[config.mk]
export PLATFORM = sky130hd
export DESIGN_NAME = mdio_master
export DESIGN_NICKNAME = d
export VERILOG_FILES = /design/src/rtl/mdio_pkg.sv /design/src/rtl/mdio_clkgen.sv /design/src/rtl/mdio_master.sv
export SDC_FILE = /design/constraint.sdc
export NUM_CORES = 1
export LEC_CHECK = 0
export BUFFER_PORTS_ARGS = -buffer_cell sky130_fd_sc_hd__buf_2
export CAP_MARGIN = 30
export CORE_UTILIZATION = 45
export CTS_BUF_LIST = sky130_fd_sc_hd__clkbuf_2 sky130_fd_sc_hd__clkbuf_4 sky130_fd_sc_hd__clkbuf_8
export CTS_CLUSTER_SIZE = 28
export DETAILED_ROUTE_END_ITERATION = 6
export GPL_TIMING_DRIVEN = 0
export SKIP_CTS_REPAIR_TIMING = 1
export SYNTH_ARGS = -nofsm -noshare
export SYNTH_HDL_FRONTEND = slang
export SYNTH_SLANG_ARGS = --single-unit
export TNS_END_PERCENT = 1
[constraint.sdc]
create_clock -name mclk -period 2.87 [get_ports mclk]
set_input_delay 0.574 -clock mclk [delete_from_list [all_inputs] [get_ports mclk]]
set_output_delay 0.574 -clock mclk [all_outputs]
set_load 0.01 [all_outputs]
[src/rtl/mdio_pkg.sv]
// Shared types and constants for the Clause-22 MDIO master.
// Holds the FSM state type, frame field codes, field lengths and the header builder.
package mdio_pkg;

   typedef enum logic [2:0] {
      ST_IDLE,
      ST_PRE,
      ST_HDR,
      ST_TA,
      ST_DATA,
      ST_END
   } mdio_state_t;

   localparam logic [1:0] MDIO_OP_RD = 2'b10;
   localparam logic [1:0] MDIO_OP_WR = 2'b01;
   localparam logic [1:0] MDIO_ST    = 2'b01;

   localparam int unsigned MDIO_HDR_LEN  = 14;
   localparam int unsigned MDIO_TA_LEN   = 2;
   localparam int unsigned MDIO_DATA_LEN = 16;

   // ST, OP, PHYAD, REGAD in transmit order, MSB first.
   function automatic logic [13:0] mdio_hdr(input logic       rd,
                                            input logic [4:0] phy,
                                            input logic [4:0] regad);
      return {MDIO_ST, (rd ? MDIO_OP_RD : MDIO_OP_WR), phy, regad};
   endfunction

endpackage

[src/rtl/mdio_clkgen.sv]
// MDC divider: CLK_DIV mclk cycles low then CLK_DIV high per bit, restarting at phase 0 on enable.
// rise_stb/fall_stb flag the mclk cycle whose closing edge moves MDC high/low.
module mdio_clkgen #(
   parameter int unsigned CLK_DIV = 4
) (
   input  logic mclk,
   input  logic reset_n,
   input  logic en,
   output logic mdio_clk,
   output logic fall_stb,
   output logic rise_stb
);

   localparam logic [7:0] DIV_LAST = 8'(CLK_DIV - 1);

   logic [7:0] div_cnt;
   logic       half_done;

   assign half_done = en && (div_cnt == DIV_LAST);
   assign rise_stb  = half_done && !mdio_clk;
   assign fall_stb  = half_done && mdio_clk;

   always_ff @(posedge mclk) begin
      if (!reset_n || !en) begin
         div_cnt  <= 8'd0;
         mdio_clk <= 1'b0;
      end else if (half_done) begin
         div_cnt  <= 8'd0;
         mdio_clk <= ~mdio_clk;
      end else begin
         div_cnt <= div_cnt + 8'd1;
      end
   end

endmodule

[src/rtl/mdio_master.sv]
// Clause-22 MDIO master: serialises read/write frames from a valid/ready command port.
// Build macro MDIO_PREAMBLE_SUPPRESS_EN adds cfg_pre_sup to skip the preamble per command.
//
// state | meaning
// IDLE  | ready for a command, MDC held low
// PRE   | PRE_LEN preamble ones, driven
// HDR   | ST, OP, PHYAD, REGAD, driven MSB first
// TA    | turnaround: write drives 1,0; read releases the line
// DATA  | 16 data bits: write drives, read samples on MDC rise
// END   | one released MDC period, then the response strobe
module mdio_master
   import mdio_pkg::*;
#(
   parameter int unsigned CLK_DIV = 4,
   parameter int unsigned PRE_LEN = 32
) (
   input  logic        mclk,
   input  logic        reset_n,
   input  logic        cmd_valid,
   output logic        cmd_ready,
   input  logic        cmd_read,
   input  logic [4:0]  cmd_phy_addr,
   input  logic [4:0]  cmd_reg_addr,
   input  logic [15:0] cmd_wdata,
   output logic        rsp_valid,
   output logic [15:0] rsp_rdata,
   output logic        rsp_ta_err,
   output logic        mdio_clk,
   output logic        mdio_out,
   output logic        mdio_oeb,
   input  logic        mdio_in
`ifdef MDIO_PREAMBLE_SUPPRESS_EN
   ,
   input  logic        cfg_pre_sup
`endif
);

   localparam logic [5:0] PRE_LAST  = 6'(PRE_LEN - 1);
   localparam logic [5:0] HDR_LAST  = 6'(MDIO_HDR_LEN - 1);
   localparam logic [5:0] TA_LAST   = 6'(MDIO_TA_LEN - 1);
   localparam logic [5:0] DATA_LAST = 6'(MDIO_DATA_LEN - 1);

   mdio_state_t state;
   logic [5:0]  bit_cnt;
   logic        clk_en;
   logic [15:0] tx_sh;
   logic [15:0] rx_sh;
   logic [15:0] wdata_q;
   logic        rd_q;
   logic        ta_bad;
   logic        fall_stb;
   logic        rise_stb;
   logic        pre_sup;
   logic [13:0] hdr_word;

`ifdef MDIO_PREAMBLE_SUPPRESS_EN
   assign pre_sup = cfg_pre_sup;
`else
   assign pre_sup = 1'b0;
`endif

   assign hdr_word = mdio_hdr(cmd_read, cmd_phy_addr, cmd_reg_addr);

   mdio_clkgen #(
      .CLK_DIV (CLK_DIV)
   ) u_clkgen (
      .mclk     (mclk),
      .reset_n  (reset_n),
      .en       (clk_en),
      .mdio_clk (mdio_clk),
      .fall_stb (fall_stb),
      .rise_stb (rise_stb)
   );

   always_ff @(posedge mclk) begin
      if (!reset_n) begin
         state      <= ST_IDLE;
         bit_cnt    <= 6'd0;
         clk_en     <= 1'b0;
         tx_sh      <= 16'd0;
         rx_sh      <= 16'd0;
         wdata_q    <= 16'd0;
         rd_q       <= 1'b0;
         ta_bad     <= 1'b0;
         cmd_ready  <= 1'b1;
         rsp_valid  <= 1'b0;
         rsp_rdata  <= 16'd0;
         rsp_ta_err <= 1'b0;
         mdio_out   <= 1'b1;
         mdio_oeb   <= 1'b1;
      end else begin
         rsp_valid <= 1'b0;

         // Slave data is sampled on the edge that raises MDC.
         if (rise_stb && rd_q) begin
            if (state == ST_TA && bit_cnt == 6'd0) begin
               ta_bad <= mdio_in;
            end
            if (state == ST_DATA) begin
               rx_sh <= {rx_sh[14:0], mdio_in};
            end
         end

         case (state)
            ST_IDLE: begin
               cmd_ready <= 1'b1;
               if (cmd_valid && cmd_ready) begin
                  cmd_ready <= 1'b0;
                  clk_en    <= 1'b1;
                  rd_q      <= cmd_read;
                  wdata_q   <= cmd_wdata;
                  ta_bad    <= 1'b0;
                  rx_sh     <= 16'd0;
                  mdio_oeb  <= 1'b0;
                  tx_sh     <= {hdr_word, 2'b00};
                  if (pre_sup) begin
                     state    <= ST_HDR;
                     bit_cnt  <= HDR_LAST;
                     mdio_out <= hdr_word[13];
                     tx_sh    <= {hdr_word[12:0], 3'b000};
                  end else begin
                     state    <= ST_PRE;
                     bit_cnt  <= PRE_LAST;
                     mdio_out <= 1'b1;
                  end
               end
            end

            default: begin
               if (fall_stb) begin
                  if (bit_cnt != 6'd0) begin
                     bit_cnt <= bit_cnt - 6'd1;
                     if (state == ST_HDR ||
                         (!rd_q && (state == ST_TA || state == ST_DATA))) begin
                        mdio_out <= tx_sh[15];
                        tx_sh    <= {tx_sh[14:0], 1'b0};
                     end
                  end else begin
                     case (state)
                        ST_PRE: begin
                           state    <= ST_HDR;
                           bit_cnt  <= HDR_LAST;
                           mdio_out <= tx_sh[15];
                           tx_sh    <= {tx_sh[14:0], 1'b0};
                        end
                        ST_HDR: begin
                           state    <= ST_TA;
                           bit_cnt  <= TA_LAST;
                           mdio_out <= 1'b1;
                           tx_sh    <= 16'd0;
                           mdio_oeb <= rd_q;
                        end
                        ST_TA: begin
                           state   <= ST_DATA;
                           bit_cnt <= DATA_LAST;
                           if (!rd_q) begin
                              mdio_out <= wdata_q[15];
                              tx_sh    <= {wdata_q[14:0], 1'b0};
                           end
                        end
                        ST_DATA: begin
                           state    <= ST_END;
                           bit_cnt  <= 6'd0;
                           mdio_out <= 1'b1;
                           mdio_oeb <= 1'b1;
                        end
                        ST_END: begin
                           // cmd_ready stays low this cycle so a held cmd_valid lands one cycle later.
                           state      <= ST_IDLE;
                           clk_en     <= 1'b0;
                           rsp_valid  <= 1'b1;
                           rsp_rdata  <= rd_q ? rx_sh : 16'd0;
                           rsp_ta_err <= rd_q && ta_bad;
                        end
                        default: begin
                           state    <= ST_IDLE;
                           clk_en   <= 1'b0;
                           mdio_out <= 1'b1;
                           mdio_oeb <= 1'b1;
                        end
                     endcase
                  end
               end
            end
         endcase
      end
   end

endmodule

Word level (Yosys, flattened, before mapping)
Index checks and enable logic that the tools add are counted.
W data, S select, Z words.
- memories kept: 0
- flip-flop bits (word level): 90
- output and inout port bits: 22
- word-level logic and storage cells: 114
- ROM bits: 0
- bits in latches: 0
- bits in writable memories: 0
- div/mod/pow operators: 0
- shift operators: 0
- bitwise logic cells: 5
- reductions and logical operators: 33
- multiply operators: 0
- add/sub/neg operators: 2
- muxes and demuxes: 45
- equal/unequal tests: 13
- order comparisons: 0
- operator list (operator ; count):
    $mux W16 ; 11
    $pmux W16 S3 ; 1
    $mux W6 ; 4
    $pmux W6 S4 ; 1
    $mux W1 ; 20
    $mux W3 ; 4
    $pmux W3 S4 ; 1
    $reduce_and A4 Y1 ; 3
    $reduce_bool A6 Y1 ; 2
    $reduce_and A5 Y1 ; 2
    $add A8 B1 Y8 const B ; 1
    $eq A8 B2 Y1 const B ; 1
    $logic_and A1 B1 Y1 ; 8
    $reduce_or A4 Y1 ; 2
    $eq A3 B2 Y1 const B ; 2
    $eq A3 B3 Y1 const B ; 2
    $logic_not A6 Y1 ; 1
    $ne A2 B1 Y1 const B ; 3
    $reduce_and A3 Y1 ; 2
    $sub A6 B1 Y6 const B ; 1
    $not A1 Y1 ; 5
    $reduce_bool A5 Y1 ; 1
    $logic_not A1 Y1 ; 4
    $ne A4 B3 Y1 const B ; 1
    other kinds (13) ; 15

Longest topological paths before layout
- depth in word-level cells: 8
- depth in mapped cells: 10
- depth with buffers taken out: 7

Cells and area by module
Synthesis repeated with hierarchy kept, for this count alone.
- cell total of the unflattened synthesis: 480
- area, all modules: 3906.2 µm²
- by module, submodules not included (module ; times used ; seq. area each (µm²) ; area an instance (µm²) ; cells each):
    mdio_master ; 1 ; 1601.5 ; 3498.4 ; 436
    mdio_clkgen ; 1 ; 180.2 ; 407.9 ; 44

Worst setup path before layout
OpenSTA, ideal clock, no wires.
- path kind: reg-to-reg
- from: register bit_cnt[0]
- to: register rsp_rdata[10]
- data arrival time: 1910 ps
- cell stages (with the launch flop): 11
- data required time: 2800 ps
- path buffers: 3
- setup slack: 889 ps
- cells stage by stage: dfxtp_1 -> inv_1 -> ha_1 -> or3b_1 -> buf_2 -> nor2_4 -> and4_1 -> buf_4 -> buf_4 -> nand3_1 -> a21oi_1
- longest elaborated chain between the ends: 3
- ends and longest elaborated chain (what ; line ; source):
    start, declared ; mdio_master.sv:44 ; logic [5:0] bit_cnt;
    start signal, assigned ; mdio_master.sv:132 ; bit_cnt <= bit_cnt - 6'd1;
    $reduce_bool A6 Y1 ; mdio_master.sv:131 ; if (bit_cnt != 6'd0) begin
    $not A1 Y1 (no line) ; -- ;
    $reduce_and A4 Y1 (no line) ; -- ;
    end signal, assigned ; mdio_master.sv:172 ; rsp_rdata <= rd_q ? rx_sh : 16'd0;
    end, declared ; mdio_master.sv:26 ; output logic [15:0] rsp_rdata,
No other way between the ends.
A chain may end at the register's enable or synchronous reset.

Worst setup path after layout
- from: register bit_cnt[0]
- to: register tx_sh[1]
- longest elaborated chain between the ends: 4
- ends and longest elaborated chain (what ; line ; source):
    $reduce_bool A6 Y1 (*) ; mdio_master.sv:131 ;
    branches (longest 3 deep; another with $reduce_and A5 Y1) ; -- ;
    end signal, assigned ; mdio_master.sv:115 ; tx_sh <= {hdr_word, 2'b00};
    end signal, assigned ; mdio_master.sv:136 ; tx_sh <= {tx_sh[14:0], 1'b0};
    end signal, assigned ; mdio_master.sv:144 ; tx_sh <= {tx_sh[14:0], 1'b0};
    end, declared ; mdio_master.sv:46 ; logic [15:0] tx_sh;
Every way passes the cells marked *. The select of a mux whose other input is x is not followed.

==> metrics.cfg <==
[status]
status = completed

[timing]
clock.fmax_ghz = 0.3847
min_period_ps = 2599
relSlewSlack_pct = 60.18
period_share_pct = 90.57
rsz0062_at_grt = false
clock_skew_ps = 13.08
setup_violations = 0
layout_setup_ws_ps = 270.6
final-max-slew-violation-count = 0
fin_setup_tns_ps = 0
worst_slew_pin_slew_ps = 596.0
hold_violations = 0

[setup_path]
cp_max_fo = 10
crit-reg2reg-launch = bit_cnt[0]
cpPeakStageDelay_ps = 550
rr_endpoint = tx_sh[1]
worst_ep_required_time_ps = 3160
slowest_stage = nor3_1
r2r_slack_ps = 270
cp_cell_sequence = inv_1 > ha_1 > nor3b_1 > nand2_1 > clkbuf_1 > nor3_1 > nand3_1 > a21oi_1
critPathLaunchType = register
crit_type = reg2reg
reg2regPathDepth = 8
arrival_ps = 2890
endpoint_kind = register

[placement]
port_buffers = 51
place_ws_ps = 398.2
gp_congestion = 0.9021
placed_cells = 646
hpwlAfterDp_mm = 7.181
placed_area_um2 = 4344

[global_routing]
grt_pass1_vias = 3458
antenna_found_initial = 0
grtUsageTotal_pct = 24.47
grt_max_degree = 17
grt_overflow = 0
grt_first_pass_wirelength_mm = 17.10

[synth]
synth_nets = 524
muxShareOfSynthArea_pct = 0.2529
synth_ff_type = dfxtp_1
ys.warnings.count = 0
netlist_area_um2 = 3958
synth_xor_area_share_pct = 1.770
synth_top_family_by_area = compound AO/OA/AOI/OAI gates
synth.distinct_cells = 57
synthCells = 490
yosysSeqAreaShare_pct = 45.02
synth_compound_area_share_pct = 24.03
synthSimpleGateAreaFrac_pct = 22.42
synth.avg_cell_area_um2 = 8.077
ys_ff_latch = 89
async_flop_share_pct = 0
synth_adder_area_share_pct = 0.9485
synth_edf_count = 0

[floorplanning]
rows = 33
initial_core_util_pct = 47.22
io_pins = 53
core-area_um2 = 8382
die_x_um = 95.78
dieHeight_um = 95.78
dieArea_um2 = 9174

[power_and_ir_drop]
p_per_area_nw_per_um2 = 632.3
p_leak_nw = 1.719
peakVddDrop_mv = 0.3095

[cells_and_area]
final_common_cell = nand2_1
drive_above_1_share_pct = 18.49
finalNonFillerCells = 662
multiInputGateArea_um2 = 1956
antenna_cells = 0
design_area_um2 = 4578
nets = 586
layout_common_cells = nand2_1, dfxtp_1, a21oi_1
syn2layout_area_growth_pct = 15.68
seq_area_um2 = 1782
fill_cells = 835

[hold_path]
min_path_type = in2reg
hold_path_end = wdata_q[9]
min_path_cells = 3
holdCritStartpoint = cmd_wdata[9]

[drt]
met3WireLength_um = 710
drtAntennaViolNets = 0
highest_layer = met4
drtIter0Drc = 181
vias = 3719
wl_met1_mm = 5.053
wl_mm = 10.18
routedWlPerCell_um = 15.38
drc = 0
drt_first_pass_iters = 5
avgViaCountPerCell = 5.618
wl_met2_mm = 4.197

[flow_run]
drv_cap = 0

[clocking]
path_clk_slew_ps = 90
clock-sinks = 89
root_buffer = clkbuf_8
cts_buffer_depth = 2
cts_tree = built
cts_buffers = 9
htreeDepth = 3
insertion_delay_ps = 370

## cell families after synthesis
kind of cell | count (synthesis)
compound gates | 152
xor+xnor | 8
fa+ha+maj | 3
buf+inv | 48
flops | 89
mux | 1
simple gates | 189
## cell usage after synthesis, types with 3 or more instances
cell      instances  area (µm²)
nand2_1         105       394.1
xnor2_1           3       26.28
o211ai_2          5       62.56
nor3_1            4       20.02
nor2_1           16       60.06
a22oi_1           9       67.56
ha_1              3       37.54
o21ai_0          23       115.1
nand3_1          28       140.1
a41oi_1           3       26.28
inv_1             7       26.28
or3_1             3       18.77
a211oi_1          3       22.52
and2_1            4       25.02
dfxtp_1          89        1782
buf_2            14       70.07
xor2_1            5       43.79
a31o_2            3       26.28
a32o_1            6       60.06
o21ai_1           7       35.03
clkbuf_1         21       78.83
a31oi_1           4       25.02
o22ai_1           7       43.79
and3_1            4       25.02
a21oi_1          70       350.3
nand4_1           5       31.28
## registers in the layout, summed over array words and instances (netlist names), 3 cells and up
name and cells:
rsp_rdata 16, rx_sh 16, wdata_q 16, tx_sh 15, u_clkgen.div_cnt 8, bit_cnt 6, state 3
## how the worst max path moves through the flow
| stage | startpoint | slack (ps) | depth (start not counted) | end |
|---|---|---|---|---|
| floorplan | bit_cnt[0] | 890 | 10 | rsp_rdata[10] |
| global placement | bit_cnt[0] | 410 | 9 | rsp_rdata[10] |
| detailed placement | bit_cnt[0] | 400 | 9 | rsp_rdata[9] |
| CTS | bit_cnt[0] | 380 | 9 | rsp_rdata[9] |
| global route | bit_cnt[0] | 160 | 8 | tx_sh[1] |
| finish | bit_cnt[0] | 270 | 8 | tx_sh[1] |
## stage by stage
step                      power (mW)  util, %  hold WS (ps)
after CTS                      2.910    54.62         419.6
after detailed placement       1.913    51.83         440.6
after floorplan                1.751        -         413.2
final                          2.895    54.62         431.6
after global routing           3.030    54.62         423.8
after global placement         1.904    51.83         425.7
## critical path: cells and delay by family, from the launching register on
| family | cells | cell delay, ps |
|---|---|---|
| and+or+nand+nor | 4 | 1360 |
| buffers and inverters | 2 | 450 |
| DFF | 1 | 350 |
| adders and majority gates | 1 | 210 |
| AOI/OAI and AO/OA | 1 | 150 |
## power by group
part	internal, mW	switching, mW
clock	0.525	0.474
sequential	1.31	0.0525
combinational	0.187	0.345
total	2.02	0.872
## per-layer routing
layer	up-vias	global-route usage, %
li1	1860	-
met3	19	4.976
met5	-	0
met1	1713	34.75
met4	0	10.45
met2	127	35.77
## final cells by class
type / count / area share (%)
clock inverters: 6 / 2.104
clock buffers: 10 / 3.006
repair buffers: 51 / 5.575
flip-flops and latches: 89 / 38.92
inverters: 8 / 0.6559
plain buffers: 40 / 4.154
well taps: 105 / 2.870
multi-input cells: 353 / 42.72
Power figures use the tool's default switching activity.
